--- config.mk ---
export PLATFORM = sky130hd
export DESIGN_NAME = charlieplex_scanner
export DESIGN_NICKNAME = d
export VERILOG_FILES = /design/src/rtl/charlieplex_scanner.sv
export SDC_FILE = /design/constraint.sdc
export NUM_CORES = 1
export LEC_CHECK = 0
export BUFFER_PORTS_ARGS = -buffer_cell sky130_fd_sc_hd__buf_2
export CORE_MARGIN = 3
export CORE_UTILIZATION = 64
export CTS_CLUSTER_SIZE = 28
export DETAILED_ROUTE_END_ITERATION = 6
export GPL_ROUTABILITY_DRIVEN = 0
export GPL_TIMING_DRIVEN = 1
export PLACE_DENSITY = 0.94
export SYNTH_ARGS = -nofsm -noshare
export SYNTH_HDL_FRONTEND = slang
export SYNTH_SLANG_ARGS = --single-unit
--- constraint.sdc ---
create_clock -name clock -period 6.8 [get_ports clock]
set_clock_uncertainty 0.05 [all_clocks]
set_input_delay 0.68 -clock clock [delete_from_list [all_inputs] [get_ports clock]]
set_output_delay 0.68 -clock clock [all_outputs]
set_load 0.02 [all_outputs]
--- src/rtl/charlieplex_scanner.sv ---
// Charlieplexed 7-pin LED scanner with a Wishbone classic register file.
// Each row drives its own pin high and sinks the lit columns on the remaining six pins.
module charlieplex_scanner #(
    parameter int unsigned TICKS_PER_ROW = 1024,
    parameter int unsigned BLANK_TICKS   = 16
) (
    input  logic       clock,
    input  logic       reset,
    input  logic       wb_stb,
    input  logic       wb_we,
    input  logic [2:0] wb_addr,
    input  logic [7:0] wb_dat_i,
    output logic [7:0] wb_dat_o,
    output logic       wb_ack,
    output logic [6:0] cxscreen_o,
    output logic [6:0] cxscreen_oe,
    output logic       frame_start
);

    localparam logic [15:0] DriveLast = 16'(TICKS_PER_ROW - 1);
    localparam logic [15:0] BlankLast = 16'(BLANK_TICKS - 1);
    localparam logic [2:0]  LastRow   = 3'd6;
    localparam logic [2:0]  CtrlAddr  = 3'd7;

    typedef enum logic {
        BLANK = 1'b0,
        DRIVE = 1'b1
    } scanState_e;

    logic [5:0] fb_q [7];
    logic       enable_q;
    logic       ack_q;
    logic [7:0] datOut_q;

    scanState_e state_q, state_d;
    logic [2:0]  row_q, row_d;
    logic [15:0] tick_q, tick_d;
    logic [5:0]  line_q, line_d;

    logic       busStart;
    logic [7:0] readData;
    logic [5:0] rowFb;

    assign busStart = wb_stb && !ack_q;

    always_comb begin
        readData = 8'h00;
        if (wb_addr == CtrlAddr) begin
            readData = {7'b0, enable_q};
        end else begin
            for (int i = 0; i < 7; i++) begin
                if (wb_addr == 3'(i)) begin
                    readData = {2'b00, fb_q[i]};
                end
            end
        end
    end

    // A held strobe alternates ack on/off because a new transfer only starts while ack is low.
    always_ff @(posedge clock or posedge reset) begin
        if (reset) begin
            ack_q    <= 1'b0;
            datOut_q <= 8'h00;
            enable_q <= 1'b0;
            for (int i = 0; i < 7; i++) begin
                fb_q[i] <= 6'd0;
            end
        end else begin
            ack_q    <= busStart;
            datOut_q <= (busStart && !wb_we) ? readData : 8'h00;
            if (busStart && wb_we) begin
                if (wb_addr == CtrlAddr) begin
                    enable_q <= wb_dat_i[0];
                end
                for (int i = 0; i < 7; i++) begin
                    if (wb_addr == 3'(i)) begin
                        fb_q[i] <= wb_dat_i[5:0];
                    end
                end
            end
        end
    end

    assign wb_ack   = ack_q;
    assign wb_dat_o = datOut_q;

    always_comb begin
        rowFb = 6'd0;
        for (int i = 0; i < 7; i++) begin
            if (row_q == 3'(i)) begin
                rowFb = fb_q[i];
            end
        end
    end

    always_ff @(posedge clock or posedge reset) begin
        if (reset) begin
            state_q <= BLANK;
            row_q   <= 3'd0;
            tick_q  <= 16'd0;
            line_q  <= 6'd0;
        end else begin
            state_q <= state_d;
            row_q   <= row_d;
            tick_q  <= tick_d;
            line_q  <= line_d;
        end
    end

    // The line is latched from the framebuffer as it stood before this edge, so a
    // write landing on the BLANK->DRIVE edge only shows up on the next visit.
    always_comb begin
        state_d = state_q;
        row_d   = row_q;
        tick_d  = tick_q;
        line_d  = line_q;
        if (!enable_q) begin
            state_d = BLANK;
            row_d   = 3'd0;
            tick_d  = 16'd0;
        end else begin
            case (state_q)
                BLANK: begin
                    if (tick_q == BlankLast) begin
                        state_d = DRIVE;
                        tick_d  = 16'd0;
                        line_d  = rowFb;
                    end else begin
                        tick_d = tick_q + 16'd1;
                    end
                end
                DRIVE: begin
                    if (tick_q == DriveLast) begin
                        state_d = BLANK;
                        tick_d  = 16'd0;
                        row_d   = (row_q == LastRow) ? 3'd0 : row_q + 3'd1;
                    end else begin
                        tick_d = tick_q + 16'd1;
                    end
                end
                default: state_d = BLANK;
            endcase
        end
    end

    logic [6:0] rowBit;
    logic [6:0] lowMask;
    logic [6:0] highMask;
    logic       driving;

    // Line bits below the row map straight onto pins; bits at or above it skip the row pin.
    always_comb begin
        rowBit   = 7'd1 << row_q;
        lowMask  = rowBit - 7'd1;
        highMask = ~(lowMask | rowBit);
        driving  = enable_q && (state_q == DRIVE);
        cxscreen_o  = 7'd0;
        cxscreen_oe = 7'd0;
        frame_start = 1'b0;
        if (driving) begin
            cxscreen_o  = rowBit;
            cxscreen_oe = rowBit | ({1'b0, line_q} & lowMask) | ({line_q, 1'b0} & highMask);
            frame_start = (row_q == 3'd0) && (tick_q == 16'd0);
        end
    end

endmodule

==> results of run 1 <==
==> worst reg2reg max path, delay by kind of cell (launching register included) <==
kind,cells,cell delay (ns)
DFF,1,1.01
muxes,1,0.27
adders and majority gates,1,0.46
AOI/OAI and AO/OA,2,0.49
and+or+nand+nor,2,0.65
==> metrics by stage <==
stage / std cells / cell area, µm² / utilization, % / hold WS, ns / setup WS, ns
finish: 503 / 4610 / 72.2 / 0.479 / 2.72
global route: 503 / 4610 / 72.2 / 0.495 / 2.59
CTS: 503 / 4610 / 72.2 / 0.481 / 2.80
detailed placement: 488 / 4430 / 69.3 / 0.468 / 3.22
global placement: 488 / 4430 / 69.3 / 0.434 / 3.27
floorplan: 399 / 4250 / - / 0.418 / 3.55
==> cell families after synthesis <==
| group | after synthesis | share of synthesized area, % |
|---|---|---|
| adders and majority gates | 6 | 1.77 |
| DFF | 76 | 44.8 |
| xor gates and xnor gates | 12 | 2.47 |
| muxes | 75 | 19.7 |
| buffers and inverters | 33 | 3.39 |
| AOI/OAI and AO/OA | 75 | 12.3 |
| and+or+nand+nor | 120 | 15.5 |
| other | 1 | 0.0883 |
==> worst max path at each step <==
| stage | slack [ns] | to | cells after the start | start |
|---|---|---|---|---|
| floorplan | 3.55 | cxscreen_oe[5] | 10 | row_q[0] |
| global placement | 3.27 | cxscreen_oe[5] | 8 | row_q[0] |
| detailed placement | 3.22 | cxscreen_oe[5] | 8 | row_q[0] |
| CTS | 2.80 | cxscreen_oe[5] | 8 | row_q[0] |
| global route | 2.59 | cxscreen_oe[5] | 8 | row_q[0] |
| finish | 2.72 | cxscreen_oe[5] | 8 | row_q[0] |
==> placed cells by master (no fill, tap or decap), types with 9 or more instances in the layout <==
master and n:
dfrtp_1 76, mux2_2 50, nor2_1 42, buf_2 34, mux2i_1 23, nand2_1 21, o21ai_0 20, a21oi_1 16
xor2_1 11, o2bb2ai_1 11, clkbuf_8 9
==> power by group through the flow <==
stage | logic, mW | clock network, mW | registers [mW]
global placement | 0.167 | 0 | 0.572
global route | 0.198 | 0.347 | 0.582
CTS | 0.182 | 0.330 | 0.572
floorplan | 0.138 | 0 | 0.564
finish | 0.183 | 0.329 | 0.575
detailed placement | 0.179 | 0 | 0.581
==> layer usage <==
metal / global-route usage [%] / vias to the layer above
li1: - / 1496
met1: 35.8 / 1649
met2: 46.1 / 189
met3: 6.05 / 40
met4: 12.6 / 0
met5: 0 / -
==> registers in the layout (all words and copies together) (netlist names) <==
| signal | cells |
|---|---|
| fb_q | 42 |
| tick_q | 16 |
| line_q | 6 |
| wb_dat_o | 6 |
| row_q | 3 |
| enable_q | 1 |
| state_q | 1 |
| wb_ack | 1 |
==> final cells by class <==
class	instances	area, µm²	share of cell area [%]
repair buffers	37	193	4.18
flip-flops and latches	76	1900	41.2
well taps	77	96.3	2.09
clock buffers	11	131	2.85
multi-input cells	290	2210	47.9
inverters	8	30.0	0.651
clock inverters	4	51.3	1.11
==> flow_metrics.py, run 1 <==
metrics = {
    "critical_path": {
        "r2r_slack_ns": 3.76,
        "critical_path_buf_inv_count": 2,
        "cp.required_ns": 6.07,
        "reg2reg_to": "line_q[3]",
        "path_class": "reg2out",
        "critPathMostFrequentCell": "ha_1",
        "r2r_cells": 6,
        "worstReg2RegStart": "row_q[0]",
        "cp_data_arrival_time_ns": 3.35,
        "crit_path_max_incr_delay_ns": 1.01,
        "crit_family": "flip-flops",
        "path_max_fanout": 30,
        "crit_path_top_delay_cell": "dfrtp_1",
        "critPathLaunchType": "flop",
        "endpoint_kind": "output port",
        "cp_cell_sequence": "and2_1, ha_1, inv_1, o31a_1, ha_1, a22oi_1, a21oi_1, buf_2",
    },
    "timing": {
        "min_period_over_period_pct": 59.9,
        "fmax_mhz": 245,
        "worstMarginPinSlew_ns": 1.01,
        "finalHoldViolations": 0,
        "min_period_ns": 4.08,
        "fin_setup_tns_ns": 0,
        "final-setup-viol-count": 0,
        "slew_headroom_pct": 32.6,
        "slew_violations": 0,
        "rsz0062_at_grt": "no",
    },
    "cts": {
        "numCtsBuffers": 9,
        "ctsResizeCount": 0,
        "insertion_delay_ns": 0.35,
        "cts_tree": "yes",
        "cts.root.buffer_cell": "clkbuf_8",
        "h-tree-depth": 3,
        "clk_path_buf_depth": 2,
        "cts_hold_buf": 0,
        "postCtsSetupRepairBufs": 0,
        "clkTransAtPathRegs_ns": 0.07,
        "cts_num_sinks": 76,
    },
    "detailed_routing": {
        "routedWlPerCell_um": 20.8,
        "dr_wl_met2_um": 5030,
        "drtPass1Iterations": 5,
        "via_count": 3374,
        "met1_length_um": 4150,
        "viasPerCell": 6.71,
        "wl_met3_um": 903,
        "drc": 0,
        "drt_iter0_drc": 361,
        "antenna_left": 0,
        "wirelength_um": 10500,
        "dr.max_layer_used": "met4",
    },
    "power": {
        "powerDensity_nw_per_um2": 236,
        "p_sw_mw": 0.310,
        "p_leak_nw": 2.04,
        "internal_power_mw": 0.776,
        "seqPwrFrac_pct": 52.9,
        "power_mw": 1.09,
        "clkPwrFrac_pct": 30.3,
        "pwr-share-comb_pct": 16.8,
        "vdd_drop_max_mv": 0.144,
        "power_switching_share_pct": 28.6,
    },
    "global_routing": {
        "grt_remaining_overflow": 0,
        "grt_pass1_wl_um": 16500,
        "grt_antenna_before_repair": 0,
        "grt_pass1_vias": 3300,
        "grt_max_degree": 77,
        "grtUsageTotal_pct": 28.2,
    },
    "synth": {
        "yosysUniqueCellTypes": 48,
        "synth_top_area_share_pct": 44.8,
        "avgSynthCellArea_um2": 10.7,
        "synthFlopType": "dfrtp_1",
        "synth-seq-area-share_pct": 44.8,
        "yosys-top-cells-area": "dfrtp_1, mux2_2, mux2i_1, nor2_1, o21ai_0",
        "yosysWarnings": 0,
        "synthesis.instances": 398,
        "async_flop_share_pct": 100,
        "synth_edf_count": 0,
        "yosys.area.top_type": "dfrtp_1",
        "ys_top_cells_by_count": "dfrtp_1, mux2_2, nor2_1",
        "synth-seq-cells": 76,
        "yosysMostFrequentCell": "dfrtp_1",
        "syn_area_um2": 4250,
    },
    "status": {
        "status": "finished clean",
    },
    "min_path": {
        "hp-class": "reg2reg",
        "min_from": "fb_q[29]",
        "hold_depth": 1,
        "worstHoldEndpoint": "fb_q[29]",
    },
    "layout": {
        "drive_gt1_share_pct": 27.2,
        "diodes": 0,
        "nets": 443,
        "area_growth_pct": 8.51,
        "fillers": 417,
    },
    "die": {
        "ioPinCount": 39,
        "die_w_um": 87.5,
        "rows": 29,
        "dieArea_um2": 7650,
        "fp.coreArea_um2": 6390,
        "die_h_um": 87.5,
        "floorplan.initialDensity_pct": 66.5,
    },
    "placement": {
        "port_buffers": 34,
        "dpl.hpwl_um": 6920,
    },
    "run": {
        "cap_viol_max_count": 0,
    },
}
Power figures use the tool's default switching activity.
==> inputs of run 2 (changes only) <==
--- a/config.mk
+++ b/config.mk
@@ -5,14 +5,15 @@
 export SDC_FILE = /design/constraint.sdc
 export NUM_CORES = 1
 export LEC_CHECK = 0
+export ABC_AREA = 1
 export BUFFER_PORTS_ARGS = -buffer_cell sky130_fd_sc_hd__buf_2
 export CORE_MARGIN = 3
-export CORE_UTILIZATION = 64
+export CORE_UTILIZATION = 54
 export CTS_CLUSTER_SIZE = 28
 export DETAILED_ROUTE_END_ITERATION = 6
 export GPL_ROUTABILITY_DRIVEN = 0
 export GPL_TIMING_DRIVEN = 1
-export PLACE_DENSITY = 0.94
+export PLACE_DENSITY = 0.85
 export SYNTH_ARGS = -nofsm -noshare
 export SYNTH_HDL_FRONTEND = slang
 export SYNTH_SLANG_ARGS = --single-unit
==> constraint.sdc (replaced) <==
create_clock -name clock -period 3.65 [get_ports clock]
set_clock_uncertainty 0.05 [all_clocks]
set_input_delay 0.365 -clock clock [delete_from_list [all_inputs] [get_ports clock]]
set_output_delay 0.365 -clock clock [all_outputs]
set_load 0.02 [all_outputs]
==> run 2 against run 1 <==
Hold slack worse by 0.37 ns. Combinational power grew to 4.3 times the previous value. Utilization decreased by 9.1 points. Total power is 150% higher. Sequential power rose by 100%. Design area increased by 2.5%. Critical path depth grew 2. Synthesized cell count rose by 43%. Die area is 18% higher. Final cell count is 40% higher. Largest cell class unchanged.
==> flow_metrics.py, run 2 <==
metrics = {
    "timing": {
        "slew_violations": 0,
        "fin_setup_tns_ns": 0,
        "worstMarginPinSlew_ns": 1.05,
        "min_period_over_period_pct": 87.8,
        "finalHoldViolations": 0,
        "rsz0062_at_grt": "no",
        "fmax_mhz": 312,
        "final-setup-viol-count": 0,
        "worst_slack_ns": 0.447,
        "min_period_ns": 3.20,
        "slew_headroom_pct": 29.4,
    },
    "layout": {
        "largest_reg_flops": 42,
        "multi_input_comb_area_um2": 2000,
        "area_growth_pct": 9.95,
        "fillers": 652,
        "regMostFlops": "fb_q",
        "nets": 619,
        "drive_gt1_share_pct": 14.1,
        "final_common_cell": "nand2_1",
        "reg.largest.list": "fb_q x42, tick_q x16",
        "seqCellArea_um2": 1900,
        "most-common-layout-cells": "nand2_1, dfrtp_1, nor2_1, inv_1, a21oi_1",
    },
    "global_routing": {
        "grt_max_degree": 40,
        "grtUsageTotal_pct": 26.7,
        "grt_pass1_wl_um": 18600,
        "grt_pass1_vias": 3925,
        "grt_antenna_before_repair": 1,
        "grt_remaining_overflow": 0,
    },
    "cts": {
        "cts_hold_buf": 0,
        "cts.root.buffer_cell": "clkbuf_8",
        "insertion_delay_ns": 0.36,
        "postCtsSetupRepairBufs": 0,
        "numCtsBuffers": 9,
        "clk_path_buf_depth": 2,
        "cts_num_sinks": 76,
        "cts_tree": "yes",
        "ctsResizeCount": 0,
        "h-tree-depth": 3,
        "clkTransAtPathRegs_ns": 0.08,
    },
    "synth": {
        "yosysMostFrequentCell": "nand2_1",
        "synth-seq-cells": 76,
        "synth-seq-area-share_pct": 44.2,
        "synthFlopType": "dfrtp_1",
        "ys_top_cells_by_count": "nand2_1, dfrtp_1, nor2_1",
        "synthesis.instances": 569,
        "yosys-top-cells-area": "dfrtp_1, nand2_1, nor2_1, inv_1, a21oi_1",
        "avgSynthCellArea_um2": 7.56,
        "yosys.area.top_type": "dfrtp_1",
        "synth_top_area_share_pct": 44.2,
        "async_flop_share_pct": 100,
        "synth_edf_count": 0,
        "syn_area_um2": 4300,
        "yosysUniqueCellTypes": 38,
        "yosysWarnings": 0,
    },
    "run": {
        "cap_viol_max_count": 0,
    },
    "critical_path": {
        "endpoint_kind": "output port",
        "r2r_slack_ns": 1.46,
        "cp_data_arrival_time_ns": 2.79,
        "cp.required_ns": 3.23,
        "crit_path_end": "cxscreen_oe[5]",
        "path_max_fanout": 15,
        "critPathLaunchType": "flop",
        "r2r_cells": 11,
        "worstReg2RegStart": "row_q[1]",
        "reg2reg_to": "line_q[5]",
        "worstSetupStartpoint": "row_q[1]",
        "path_class": "reg2out",
    },
    "die": {
        "rows": 31,
        "die_w_um": 95.2,
        "ioPinCount": 39,
        "fp.coreArea_um2": 7490,
        "floorplan.initialDensity_pct": 57.4,
        "dieArea_um2": 9070,
        "die_h_um": 95.2,
    },
    "detailed_routing": {
        "viasPerCell": 5.72,
        "drc": 0,
        "wirelength_um": 10900,
        "drtPass1Iterations": 5,
        "via_count": 4021,
        "antenna_left": 0,
        "routedWlPerCell_um": 15.5,
        "drt_iter0_drc": 380,
    },
    "placement": {
        "place_worst_setup_slack_ns": 0.910,
        "dpl.hpwl_um": 7860,
        "port_buffers": 34,
    },
    "power": {
        "powerDensity_nw_per_um2": 567,
        "vdd_drop_max_mv": 0.343,
        "p_leak_nw": 2.39,
    },
    "status": {
        "status": "finished clean",
    },
    "min_path": {
        "hp-class": "in2async",
    },
}
run 2: metrics by stage:
step | total power, mW | hold WS, ns | cells | cell area [µm²] | utilization [%]
2_1_floorplan | 1.72 | 0.399 | 570 | 4300 | -
3_3_place_gp | 1.89 | 0.409 | 686 | 4510 | 60.2
3_5_place_dp | 1.94 | 0.414 | 686 | 4510 | 60.2
4_1_cts | 2.67 | 0.123 | 702 | 4720 | 63.1
5_1_grt | 2.86 | 0.178 | 703 | 4730 | 63.1
6_report | 2.68 | 0.107 | 703 | 4730 | 63.1
run 2: how the worst min path moves through the flow:
stage / start / end / slack [ns] / cells after the start
floorplan: line_q[0] / line_q[0] / 0.40 / 2
global placement: wb_ack / wb_ack / 0.41 / 1
detailed placement: wb_ack / wb_ack / 0.41 / 1
CTS: reset / tick_q[2] / 0.12 / 2
global route: reset / tick_q[7] / 0.18 / 2
finish: reset / tick_q[7] / 0.11 / 2
run 2: kinds of logic (layout without fill, tap and decap cells):
kind of cell,count (synthesis),count (layout),synth area share [%]
AO/OA/AOI/OAI,95,95,12.1
XOR/XNOR,7,7,1.43
adder cells (fa/ha/maj),6,6,1.75
buffers and inverters,97,130,9.31
flip-flops,76,76,44.2
other,1,3,0.0872
AND/OR/NAND/NOR,287,287,31.1
run 2: area by class of cell:
class / count / area share, %
Multi-Input combinational cell: 397 / 42.3
Sequential cell: 76 / 40.2
Inverter: 78 / 6.25
Timing Repair Buffer: 36 / 3.92
Clock buffer: 12 / 3.07
Tap cell: 99 / 2.62
Clock inverter: 4 / 1.54
Antenna cell: 1 / 0.0529
run 2: metal layers:
| metal | up-vias | GRT usage [%] | wire length [µm] |
|---|---|---|---|
| met5 | - | 0 | 0 |
| met4 | 0 | 14.7 | 459 |
| met3 | 45 | 5.29 | 1010 |
| met2 | 217 | 39.9 | 4920 |
| met1 | 1853 | 36.5 | 4480 |
| li1 | 1906 | - | - |
run 2: power by group:
part / leakage [nW] / total, mW / internal (mW) / switching (mW)
clock network: 0.107 / 0.717 / 0.403 / 0.314
registers: 0.960 / 1.17 / 1.01 / 0.153
logic: 1.32 / 0.796 / 0.261 / 0.535
run 2: critical path, cell delays in order (launching register included):
cell	delay [ns]
dfrtp_1	0.62
nand2_1	0.13
inv_1	0.14
ha_1	0.23
inv_1	0.26
o21ai_0	0.29
nand2_1	0.09
ha_1	0.28
nand2_1	0.05
a31oi_1	0.16
buf_2	0.19
